## config.mk

```make
export PLATFORM = sky130hd
export DESIGN_NAME = iterative_divider_flat
export DESIGN_NICKNAME = d
export VERILOG_FILES = /design/src/rtl/div_pkg.sv /design/src/rtl/iterative_divider_if.sv /design/src/rtl/div_step.sv /design/src/rtl/iterative_divider.sv /design/src/flat_wrapper.sv
export SDC_FILE = /design/constraint.sdc
export NUM_CORES = 1
export LEC_CHECK = 0
export BUFFER_PORTS_ARGS = -buffer_cell sky130_fd_sc_hd__buf_4
export CAP_MARGIN = 20
export CORE_MARGIN = 3
export CORE_UTILIZATION = 35
export CTS_CLUSTER_SIZE = 20
export DETAILED_ROUTE_END_ITERATION = 7
export RECOVER_POWER = 50
export SETUP_SLACK_MARGIN = 0.1
export SYNTH_ARGS = -nofsm -noshare
export SYNTH_HDL_FRONTEND = slang
export SYNTH_SLANG_ARGS = --single-unit
```

## constraint.sdc

```tcl
create_clock -name clk_i -period 4.3 [get_ports clk_i]
set_input_delay 0.645 -clock clk_i [delete_from_list [all_inputs] [get_ports clk_i]]
set_output_delay 0.645 -clock clk_i [all_outputs]
set_load 0.05 [all_outputs]
```

## src/rtl/div_pkg.sv

```systemverilog
// Shared definitions for the iterative divider.
//
// Contents:
//   div_state_e        FSM state encoding (IDLE, RUN, DONE).
//   DIV_DEFAULT_WIDTH  default operand/result width.
//   div_cnt_w()        iteration counter width.
//
// The counter must hold the value WIDTH, not just WIDTH-1. It counts the
// WIDTH restoring steps and then the result write-back cycle.
package div_pkg;

    typedef enum logic [1:0] {
        IDLE = 2'd0,
        RUN  = 2'd1,
        DONE = 2'd2
    } div_state_e;

    localparam int DIV_DEFAULT_WIDTH = 32;

    function automatic int div_cnt_w(input int width);
        return $clog2(width) + 1;
    endfunction

endpackage

```

## src/rtl/iterative_divider_if.sv

```systemverilog
// Operand/result bundle between the EX stage and the iterative divider.
//
// Signals:
//   start_i     request a divide
//   dividend_i  dividend (WIDTH)
//   divisor_i   divisor (WIDTH)
//   signed_i    two's complement operands (only with DIV_SIGNED_EN)
//   busy_o      divider not idle
//   done_o      one-cycle completion pulse
//   div0_o      last completed divide had a zero divisor
//   quotient_o  last quotient, held until the next completion
//   remainder_o last remainder, held until the next completion
//
// Handshake:
// - start_i together with its operands is accepted on a rising edge where
//   busy_o is low. busy_o is the only back-pressure, so the requester must
//   hold start_i until it sees busy_o rise.
// - start_i is ignored while busy_o is high.
// - done_o marks the first cycle in which the new results are valid.
//
// Modports: master = requester (EX stage), slave = divider.
interface iterative_divider_if
    import div_pkg::*;
#(
    parameter int WIDTH = DIV_DEFAULT_WIDTH
) ();

    logic             start_i;
    logic [WIDTH-1:0] dividend_i;
    logic [WIDTH-1:0] divisor_i;
`ifdef DIV_SIGNED_EN
    logic             signed_i;
`endif
    logic             busy_o;
    logic             done_o;
    logic             div0_o;
    logic [WIDTH-1:0] quotient_o;
    logic [WIDTH-1:0] remainder_o;

    modport master (
        output start_i, dividend_i, divisor_i,
`ifdef DIV_SIGNED_EN
               signed_i,
`endif
        input  busy_o, done_o, div0_o, quotient_o, remainder_o
    );

    modport slave (
        input  start_i, dividend_i, divisor_i,
`ifdef DIV_SIGNED_EN
               signed_i,
`endif
        output busy_o, done_o, div0_o, quotient_o, remainder_o
    );

endinterface

```

## src/rtl/div_step.sv

```systemverilog
// One combinational restoring-division step.
//
// Ports:
//   i_rem  partial remainder (WIDTH+1)
//   i_quo  quotient shift register; it holds the remaining dividend bits in
//          its upper part (WIDTH)
//   i_div  divisor magnitude (WIDTH)
//   o_rem  next partial remainder (WIDTH+1)
//   o_quo  next quotient shift register (WIDTH)
module div_step #(
    parameter int WIDTH = 32
) (
    input  logic [WIDTH:0]   i_rem,
    input  logic [WIDTH-1:0] i_quo,
    input  logic [WIDTH-1:0] i_div,
    output logic [WIDTH:0]   o_rem,
    output logic [WIDTH-1:0] o_quo
);

    logic [WIDTH+1:0] w_shift;
    logic [WIDTH+1:0] w_trial;
    logic             w_neg;

    always_comb begin
        // Shift {rem, quo} left by one. The trial difference gets one spare
        // bit above the remainder so that its MSB acts as the borrow.
        w_shift = {i_rem, i_quo[WIDTH-1]};
        w_trial = w_shift - {2'b00, i_div};
        w_neg   = w_trial[WIDTH+1];
        o_rem   = w_neg ? w_shift[WIDTH:0] : w_trial[WIDTH:0];
        o_quo   = {i_quo[WIDTH-2:0], ~w_neg};
    end

endmodule

```

## src/rtl/iterative_divider.sv

```systemverilog
// Multi-cycle restoring integer divider for the EX stage.
//
// Timing:
// - A non-zero-divisor request accepted at edge 0 runs WIDTH restoring steps
//   on edges 1..WIDTH.
// - The results are written and DONE is entered on edge WIDTH+1.
// - A zero divisor goes straight to DONE on edge 0.
//
// Optional feature: define DIV_SIGNED_EN to add signed_i.
// - Signed operands are converted to magnitudes on acceptance.
// - The result signs are corrected when the results are written back.
//
// Ports:
//   clk_i        clock, rising edge
//   rst_i        synchronous active-low reset
//   bus          iterative_divider_if slave (operands, handshake, results)
//   dbg_state_o  current FSM state, for observation only
module iterative_divider
    import div_pkg::*;
#(
    parameter int WIDTH = DIV_DEFAULT_WIDTH
) (
    input  logic                 clk_i,
    input  logic                 rst_i,
    iterative_divider_if.slave   bus,
    output div_state_e           dbg_state_o
);

    localparam int CNT_W = div_cnt_w(WIDTH);

    div_state_e       r_state;
    logic [CNT_W-1:0] r_cnt;
    logic [WIDTH:0]   r_rem;
    logic [WIDTH-1:0] r_quo;
    logic [WIDTH-1:0] r_div;
    logic             r_busy;
    logic             r_done;
    logic             r_div0;
    logic [WIDTH-1:0] r_q_out;
    logic [WIDTH-1:0] r_r_out;
`ifdef DIV_SIGNED_EN
    logic             r_q_neg;
    logic             r_r_neg;
    logic             w_a_neg;
    logic             w_b_neg;
`endif

    logic [WIDTH-1:0] w_a_mag;
    logic [WIDTH-1:0] w_b_mag;
    logic [WIDTH-1:0] w_q_fin;
    logic [WIDTH-1:0] w_r_fin;
    logic [WIDTH:0]   w_next_rem;
    logic [WIDTH-1:0] w_next_quo;

    div_step #(.WIDTH(WIDTH)) u_step (
        .i_rem (r_rem),
        .i_quo (r_quo),
        .i_div (r_div),
        .o_rem (w_next_rem),
        .o_quo (w_next_quo)
    );

    always_comb begin
        w_a_mag = bus.dividend_i;
        w_b_mag = bus.divisor_i;
        w_q_fin = r_quo;
        w_r_fin = r_rem[WIDTH-1:0];
`ifdef DIV_SIGNED_EN
        w_a_neg = bus.signed_i & bus.dividend_i[WIDTH-1];
        w_b_neg = bus.signed_i & bus.divisor_i[WIDTH-1];
        // The most-negative value maps onto itself. Read as an unsigned
        // magnitude it is still correct.
        if (w_a_neg) w_a_mag = -bus.dividend_i;
        if (w_b_neg) w_b_mag = -bus.divisor_i;
        if (r_q_neg) w_q_fin = -r_quo;
        if (r_r_neg) w_r_fin = -r_rem[WIDTH-1:0];
`endif
    end

    always_ff @(posedge clk_i) begin
        if (!rst_i) begin
            r_state <= IDLE;
            r_cnt   <= '0;
            r_rem   <= '0;
            r_quo   <= '0;
            r_div   <= '0;
            r_busy  <= 1'b0;
            r_done  <= 1'b0;
            r_div0  <= 1'b0;
            r_q_out <= '0;
            r_r_out <= '0;
`ifdef DIV_SIGNED_EN
            r_q_neg <= 1'b0;
            r_r_neg <= 1'b0;
`endif
        end else begin
            case (r_state)
                IDLE: begin
                    if (bus.start_i) begin
                        r_busy <= 1'b1;
                        if (bus.divisor_i == '0) begin
                            // A zero divisor needs no iterations. The raw
                            // dividend is reported as the remainder.
                            r_q_out <= '1;
                            r_r_out <= bus.dividend_i;
                            r_div0  <= 1'b1;
                            r_done  <= 1'b1;
                            r_state <= DONE;
                        end else begin
                            r_div   <= w_b_mag;
                            r_quo   <= w_a_mag;
                            r_rem   <= '0;
                            r_cnt   <= '0;
`ifdef DIV_SIGNED_EN
                            r_q_neg <= w_a_neg ^ w_b_neg;
                            r_r_neg <= w_a_neg;
`endif
                            r_state <= RUN;
                        end
                    end
                end
                RUN: begin
                    if (r_cnt == CNT_W'(WIDTH)) begin
                        // All steps are done. This cycle writes back the
                        // sign-corrected results.
                        r_q_out <= w_q_fin;
                        r_r_out <= w_r_fin;
                        r_div0  <= 1'b0;
                        r_done  <= 1'b1;
                        r_state <= DONE;
                    end else begin
                        r_rem <= w_next_rem;
                        r_quo <= w_next_quo;
                        r_cnt <= r_cnt + CNT_W'(1);
                    end
                end
                DONE: begin
                    r_done  <= 1'b0;
                    r_busy  <= 1'b0;
                    r_state <= IDLE;
                end
                default: begin
                    r_done  <= 1'b0;
                    r_busy  <= 1'b0;
                    r_state <= IDLE;
                end
            endcase
        end
    end

    assign bus.busy_o      = r_busy;
    assign bus.done_o      = r_done;
    assign bus.div0_o      = r_div0;
    assign bus.quotient_o  = r_q_out;
    assign bus.remainder_o = r_r_out;
    assign dbg_state_o     = r_state;

endmodule

```

## src/flat_wrapper.sv

```systemverilog
// flat-port wrapper written by rule: the top's interface ports become plain ports
module iterative_divider_flat import div_pkg::*;
#(
    parameter int WIDTH = DIV_DEFAULT_WIDTH
)
  (clk_i, rst_i, dbg_state_o, bus_start_i, bus_dividend_i, bus_divisor_i, bus_busy_o, bus_done_o, bus_div0_o, bus_quotient_o, bus_remainder_o);
  iterative_divider_if #(.WIDTH(WIDTH)) bus_i ();
  input  logic clk_i;
  input  logic rst_i;
  output div_state_e dbg_state_o;
  input wire logic [$bits(bus_i.start_i)-1:0] bus_start_i;
  input wire logic [$bits(bus_i.dividend_i)-1:0] bus_dividend_i;
  input wire logic [$bits(bus_i.divisor_i)-1:0] bus_divisor_i;
  output wire logic [$bits(bus_i.busy_o)-1:0] bus_busy_o;
  output wire logic [$bits(bus_i.done_o)-1:0] bus_done_o;
  output wire logic [$bits(bus_i.div0_o)-1:0] bus_div0_o;
  output wire logic [$bits(bus_i.quotient_o)-1:0] bus_quotient_o;
  output wire logic [$bits(bus_i.remainder_o)-1:0] bus_remainder_o;
  assign bus_i.start_i = bus_start_i;
  assign bus_i.dividend_i = bus_dividend_i;
  assign bus_i.divisor_i = bus_divisor_i;
  assign bus_busy_o = bus_i.busy_o;
  assign bus_done_o = bus_i.done_o;
  assign bus_div0_o = bus_i.div0_o;
  assign bus_quotient_o = bus_i.quotient_o;
  assign bus_remainder_o = bus_i.remainder_o;
  iterative_divider #(.WIDTH(WIDTH)) u_core (.clk_i(clk_i), .rst_i(rst_i), .bus(bus_i), .dbg_state_o(dbg_state_o));
endmodule
```

# Word level (Yosys, flattened, before mapping)
# Cells that the tools add are included.
[word_totals] register_bits=172 latchBits=0 mem_bits_rw=0 romBits=0 inputBits=67 out_inout_bits=69 word_cells=64 n_memories=0
[classes] add_sub_neg=2 multipliers=0 div=0 order_cmp=0 n_eq_ne=7 shift=0 n_mux=33 n_bitwise=3 n_reduce_logical=9
[ops] op="$mux W32" count=9
[ops] op="$pmux W32 S2" count=3
[ops] op="$mux W33" count=4
[ops] op="$pmux W33 S2" count=1
[ops] op="$sub A34 B32 Y34" count=1
[ops] op="$logic_not A32 Y1" count=1
[ops] op="$mux W6" count=3
[ops] op="$pmux W6 S2" count=1
[ops] op="$reduce_and A4 Y1" count=2
[ops] op="$add A6 B1 Y6 const B" count=1
[ops] op="$eq A6 B6 Y1 const B" count=1
[ops] op="$mux W2" count=3
[ops] op="$ne A2 B2 Y1 const B" count=3
[ops] op="$pmux W1 S2" count=3
[ops] op="$reduce_and A3 Y1" count=2
[ops] op="$mux W1" count=5
[ops] op="$ne A2 B1 Y1 const B" count=2
[ops] op="$pmux W2 S2" count=1
[ops] op="$reduce_and A2 Y1" count=2
[ops] op="$not A1 Y1" count=3
[ops] op="$eq A2 B1 Y1 const B" count=1
[ops] op="$logic_not A2 Y1" count=1
[ops] op="$reduce_bool A2 Y1" count=1

# Longest topological paths before layout
[logic_depth] depth_word=4 depth_mapped=12 ltp_nobuf=11

# Cells and area by module
# From an unflattened synthesis, not the netlist that was laid out.
[unflattened] cells_unflattened=1104 hier_area_um2=9311.4
[by_module_without_submodules] module="iterative_divider" instances=1 cells_each=767 area_each_um2=6865.3 seq_area_each_um2=3443.3
[by_module_without_submodules] module="div_step" instances=1 cells_each=337 area_each_um2=2446.1 seq_area_each_um2=0.0

# Least setup slack after synthesis
# Ideal clock, no wire load.
[synth_timing] path_type="flip-flop to flip-flop" start="register u_core.r_quo[31]" end="register u_core.r_rem[30]" setup_time_ps=126 arrival_ps=2280 required_time_ps=4174 setup_slack_ps=1895 path_stages_with_launch=12 path_buffers=0 synth_period_minus_slack_ps=2405 cell_sequence="dfxtp_1 > inv_1 > ha_1 > fa_1 > nand2b_1 > a21oi_1 > nor2_1 > o211ai_2 > o21ai_0 > and3_1 > o31ai_1 > o21ai_1"
[synth_via] elab_chain_len=4
[synth_rtl] element="start, declared" line="iterative_divider.sv:34" rtl="logic [WIDTH-1:0] r_quo;"
[synth_rtl] element="start signal, assigned" line="iterative_divider.sv:111" rtl="r_quo <= w_a_mag;"
[synth_rtl] element="start signal, assigned" line="iterative_divider.sv:133" rtl="r_quo <= w_next_quo;"
[synth_rtl] element="$sub A34 B32 Y34" line="div_step.sv:28" rtl="w_trial = w_shift - {2'b00, i_div};"
[synth_rtl] element="$mux W33" line="div_step.sv:30" rtl="o_rem = w_neg ? w_shift[WIDTH:0] : w_trial[WIDTH:0];"
[synth_rtl] element="$mux W33" line="iterative_divider.sv:123" rtl="if (r_cnt == CNT_W'(WIDTH)) begin"
[synth_rtl] element="$pmux W33 S2" line="iterative_divider.sv:97" rtl="case (r_state)"
[synth_rtl] element="end signal, assigned" line="iterative_divider.sv:132" rtl="r_rem <= w_next_rem;"
[synth_rtl] element="end, declared" line="iterative_divider.sv:33" rtl="logic [WIDTH:0] r_rem;"
# No other way between the ends. The select of a mux whose other input is x is not followed.
# A chain may end at the register's enable or synchronous reset.

# Worst setup path in the final report
[layout_timing] start="input port bus_divisor_i[29]" end="register u_core.r_cnt[4]"
[layout_via] elab_chain_len=3
[layout_rtl] element="start, declared" line="flat_wrapper.sv:13" rtl="input wire logic [$bits(bus_i.divisor_i)-1:0] bus_divisor_i;"
[layout_rtl] element="$logic_not A32 Y1" line="iterative_divider.sv:101" rtl="if (bus.divisor_i == '0) begin"
[layout_rtl] element="$ne A2 B2 Y1 (no line)"
[layout_rtl] element="$reduce_and A4 Y1 (no line)"
[layout_rtl] element="end signal, assigned" line="iterative_divider.sv:134" rtl="r_cnt <= r_cnt + CNT_W'(1);"
[layout_rtl] element="end, declared" line="iterative_divider.sv:32" rtl="logic [CNT_W-1:0] r_cnt;"
# No other way between the ends.

==> flow_summary.yaml <==
clock_tree:
  clock-sinks: 172
  h-tree-depth: 4
  clock_latency_ps: 430
  cts_tree: "yes"
  worst_setup_hold_path_clk_slew_ps: 70
  holdBufCountCts: 0
  cts.repair.resized: 0
  numCtsBuffers: 17
  max-clock-path-buffers: 2
  cts_post_setup_buffers_inserted: 0
  cts-root-buf: "clkbuf_16"
outcome:
  outcome: "complete, but fails checks"
  violations: "max-capacitance violations, max-slew violations"
setup_path:
  critical_path_buf_inv_count: 2
  worst_path_dominant_cell_family: "simple AND/OR/NAND/NOR gates"
  crit_chain: "clkbuf_1 > nor4_1 > nand4_1 > o21ai_0 > nand2_1 > clkbuf_1 > nand4_1 > xor2_1 > nor2_1"
  worstPathRequired_ps: 4610
  path_class: "in2reg"
  cp_slowest_stage_delay_ps: 750
  worstSetupEndpointType: "flop"
  slowest_stage: "nor4_1"
  critPathMaxFanout: 34
  crit_arrival_ps: 3780
  worst_setup_path_start_kind: "input port"
timing:
  clock-skew-final_ps: 10.3
  hold-worst-slack_ps: 453
  final_hold_viol_count: 0
  slew_violations: 35
  rsz0062_at_grt: "false"
  slew_limit_headroom_pct: -5.74
  tightestPinTransition_ps: 1590
  finalSetupViolations: 0
  totalNegativeSetupSlack_ps: 0
  period_minus_ws_final_ps: 3460
  final.period_utilization_pct: 80.5
  max_freq_mhz: 289
cells_and_area:
  drive_above_1_share_pct: 14.2
  ff_latch_area_sq_um: 3440
  n_antenna_cell: 0
  finalNetCount: 1223
  syn2layout_area_growth_pct: 18.6
  area_of_combinational_cells_with_multiple_inputs_sq_um: 4850
  fillerInstances: 2514
floorplan:
  floorplan.die.height_um: 164
  die_area_sq_um: 26900
  io_pins: 136
  initial_utilization_pct: 35.8
  total_number_of_placement_rows: 57
  fp.coreArea_sq_um: 24400
  die_x_um: 164
pwr:
  vdd_drop_max_mv: 0.279
  power.leakage_nw: 4.14
  power.density_cell_area_nw_per_um2: 665
logic_synthesis:
  syn_nets: 1120
  ys_dominant_reg_cell: "dfxtp_1"
  asyncSetResetFlopFracSynth_pct: 0
  synth.most_common_cell: "dfxtp_1"
  syn_inst: 1018
  syn_area_sq_um: 8730
  yosys-top-cells-count: "dfxtp_1 (172), nor2_1 (131), a21oi_1 (74), a211oi_1 (67), nand2_1 (60)"
  synth_cell_types: 67
  postSynthAreaPerCell_sq_um: 8.58
  synth_edf_count: 0
  yosysTopAreaCell: "dfxtp_1"
  post_synth_main_area_contributors: "dfxtp_1 (39%), mux2i_1 (6.1%), a211oi_1 (5.8%)"
  synth.top_cell.area_share_pct: 39.4
  ys_seq_elements: 172
  yosysSeqAreaShare_pct: 39.4
  ys_warn_count: 0
global_route:
  grt.total_usage_pct: 18.2
  initial_antenna_violation_count: 0
  global_route.overflow_total: 0
  grt_start_max_net_pins: 49
  grt_pass1_wl_mm: 38.8
  grt_pass1_vias: 7105
routing:
  detailroute.via_count: 7750
  detail_route.vias_per_cell: 5.32
  remaining_routing_drc_violations: 0
  drt-wirelength-per-cell_um: 17.1
  drtAntennaViolNets: 0
  detailed_routing_iterations_pass_1: 7
  totalWireLength_mm: 25.0
  drt_iter0_drc: 587
worst_hold_path:
  worst_hold_path_type: "in2reg"
placement:
  place.gp.congestion: 0.868
  detailedPlacementHpwl_mm: 18.7
  port-buffer-count: 135
job:
  max-cap-violations: 1
[tightest hold or removal path: stages]
cell and delay (ps):
buf_4 80, mux2i_1 50, nor2_1 70
[routing by layer]
layer  up-vias  track usage (%)  wire length (um)
met2       189             27.2             10700
li1       3904                -                 -
met5         -                0                 0
met3        21             3.40              1260
met1      3636             26.8             12600
met4         0             5.27               456
[final cells by class]
cell class | instances | area share [%]
multi-input combinational | 733 | 46.8
sequential | 172 | 33.2
timing repair buffer | 152 | 8.61
clock buffer | 18 | 4.14
tap | 324 | 3.91
clock inverter | 14 | 1.70
inverter | 45 | 1.63
[worst paths after layout]
kind,start,end,slack (ps),cells after the start
worst min register to register,u_core.bus.done_o,u_core.bus.done_o,490,2
worst max-delay path,bus_divisor_i[29],u_core.r_cnt[4],840,9
worst min-delay path,bus_divisor_i[13],u_core.r_div[13],450,3
worst max register to register,u_core.dbg_state_o[0],u_core.r_cnt[4],1050,8
[sequential cells by signal, indices dropped and copies added, names as in the netlist]
signal,cells
u_core.r_div,32
u_core.bus.done_o,1
u_core.bus.busy_o,1
u_core.r_rem,33
u_core.r_quo,32
u_core.bus.remainder_o,32
u_core.bus.div0_o,1
u_core.r_cnt,6
u_core.dbg_state_o,2
u_core.bus.quotient_o,32
[cells in the final DEF, fill, tap and decap left out, drive strengths merged, types with 4 or more instances in the layout]
master  synthesis  routed
dfxtp         172     172
nor2          132     132
clkbuf         42      90
buf            26      80
a21oi          74      74
a211oi         69      69
nand2          60      60
mux2i          53      53
inv            45      53
o21ai          51      51
nor3           38      38
and2           35      35
ha             34      34
o221a          32      32
xnor2          22      22
nand3          12      12
nand4          12      12
nand2b         11      11
a32oi          11      11
xor2           11      11
a21o            9       9
nor4            9       9
o211ai          7       7
a31oi           6       6
o21a            5       5
a22o            4       4
and3            4       4
[power breakdown]
| group | internal (W) | total [W] | switching (W) |
|---|---|---|---|
| logic | 0.00129 | 0.00328 | 0.00199 |
| clock network | 0.000883 | 0.00159 | 0.000708 |
| registers | 0.00180 | 0.00202 | 0.000220 |
[metrics by stage]
step	setup slack [ps]	instances	total power, W	utilization [%]	instance area [sq um]
6_report	836	1458	0.00689	42.5	10400
5_1_grt	566	1458	0.00735	42.5	10400
3_3_place_gp	649	1425	0.00535	41.1	10000
3_5_place_dp	653	1426	0.00536	41.2	10000
2_1_floorplan	1890	1018	0.00456	-	8730
4_1_cts	1100	1458	0.00696	43.7	10700
[kinds of logic after synthesis]
family	Yosys count	share of synthesized area (%)
compound gates	288	23.3
mux	53	6.07
xor+xnor	33	3.39
buf+inv	113	5.30
fa+ha+maj	35	5.10
flops	172	39.4
simple gates	324	17.4
No activity file was read; power rests on OpenSTA's default activity.
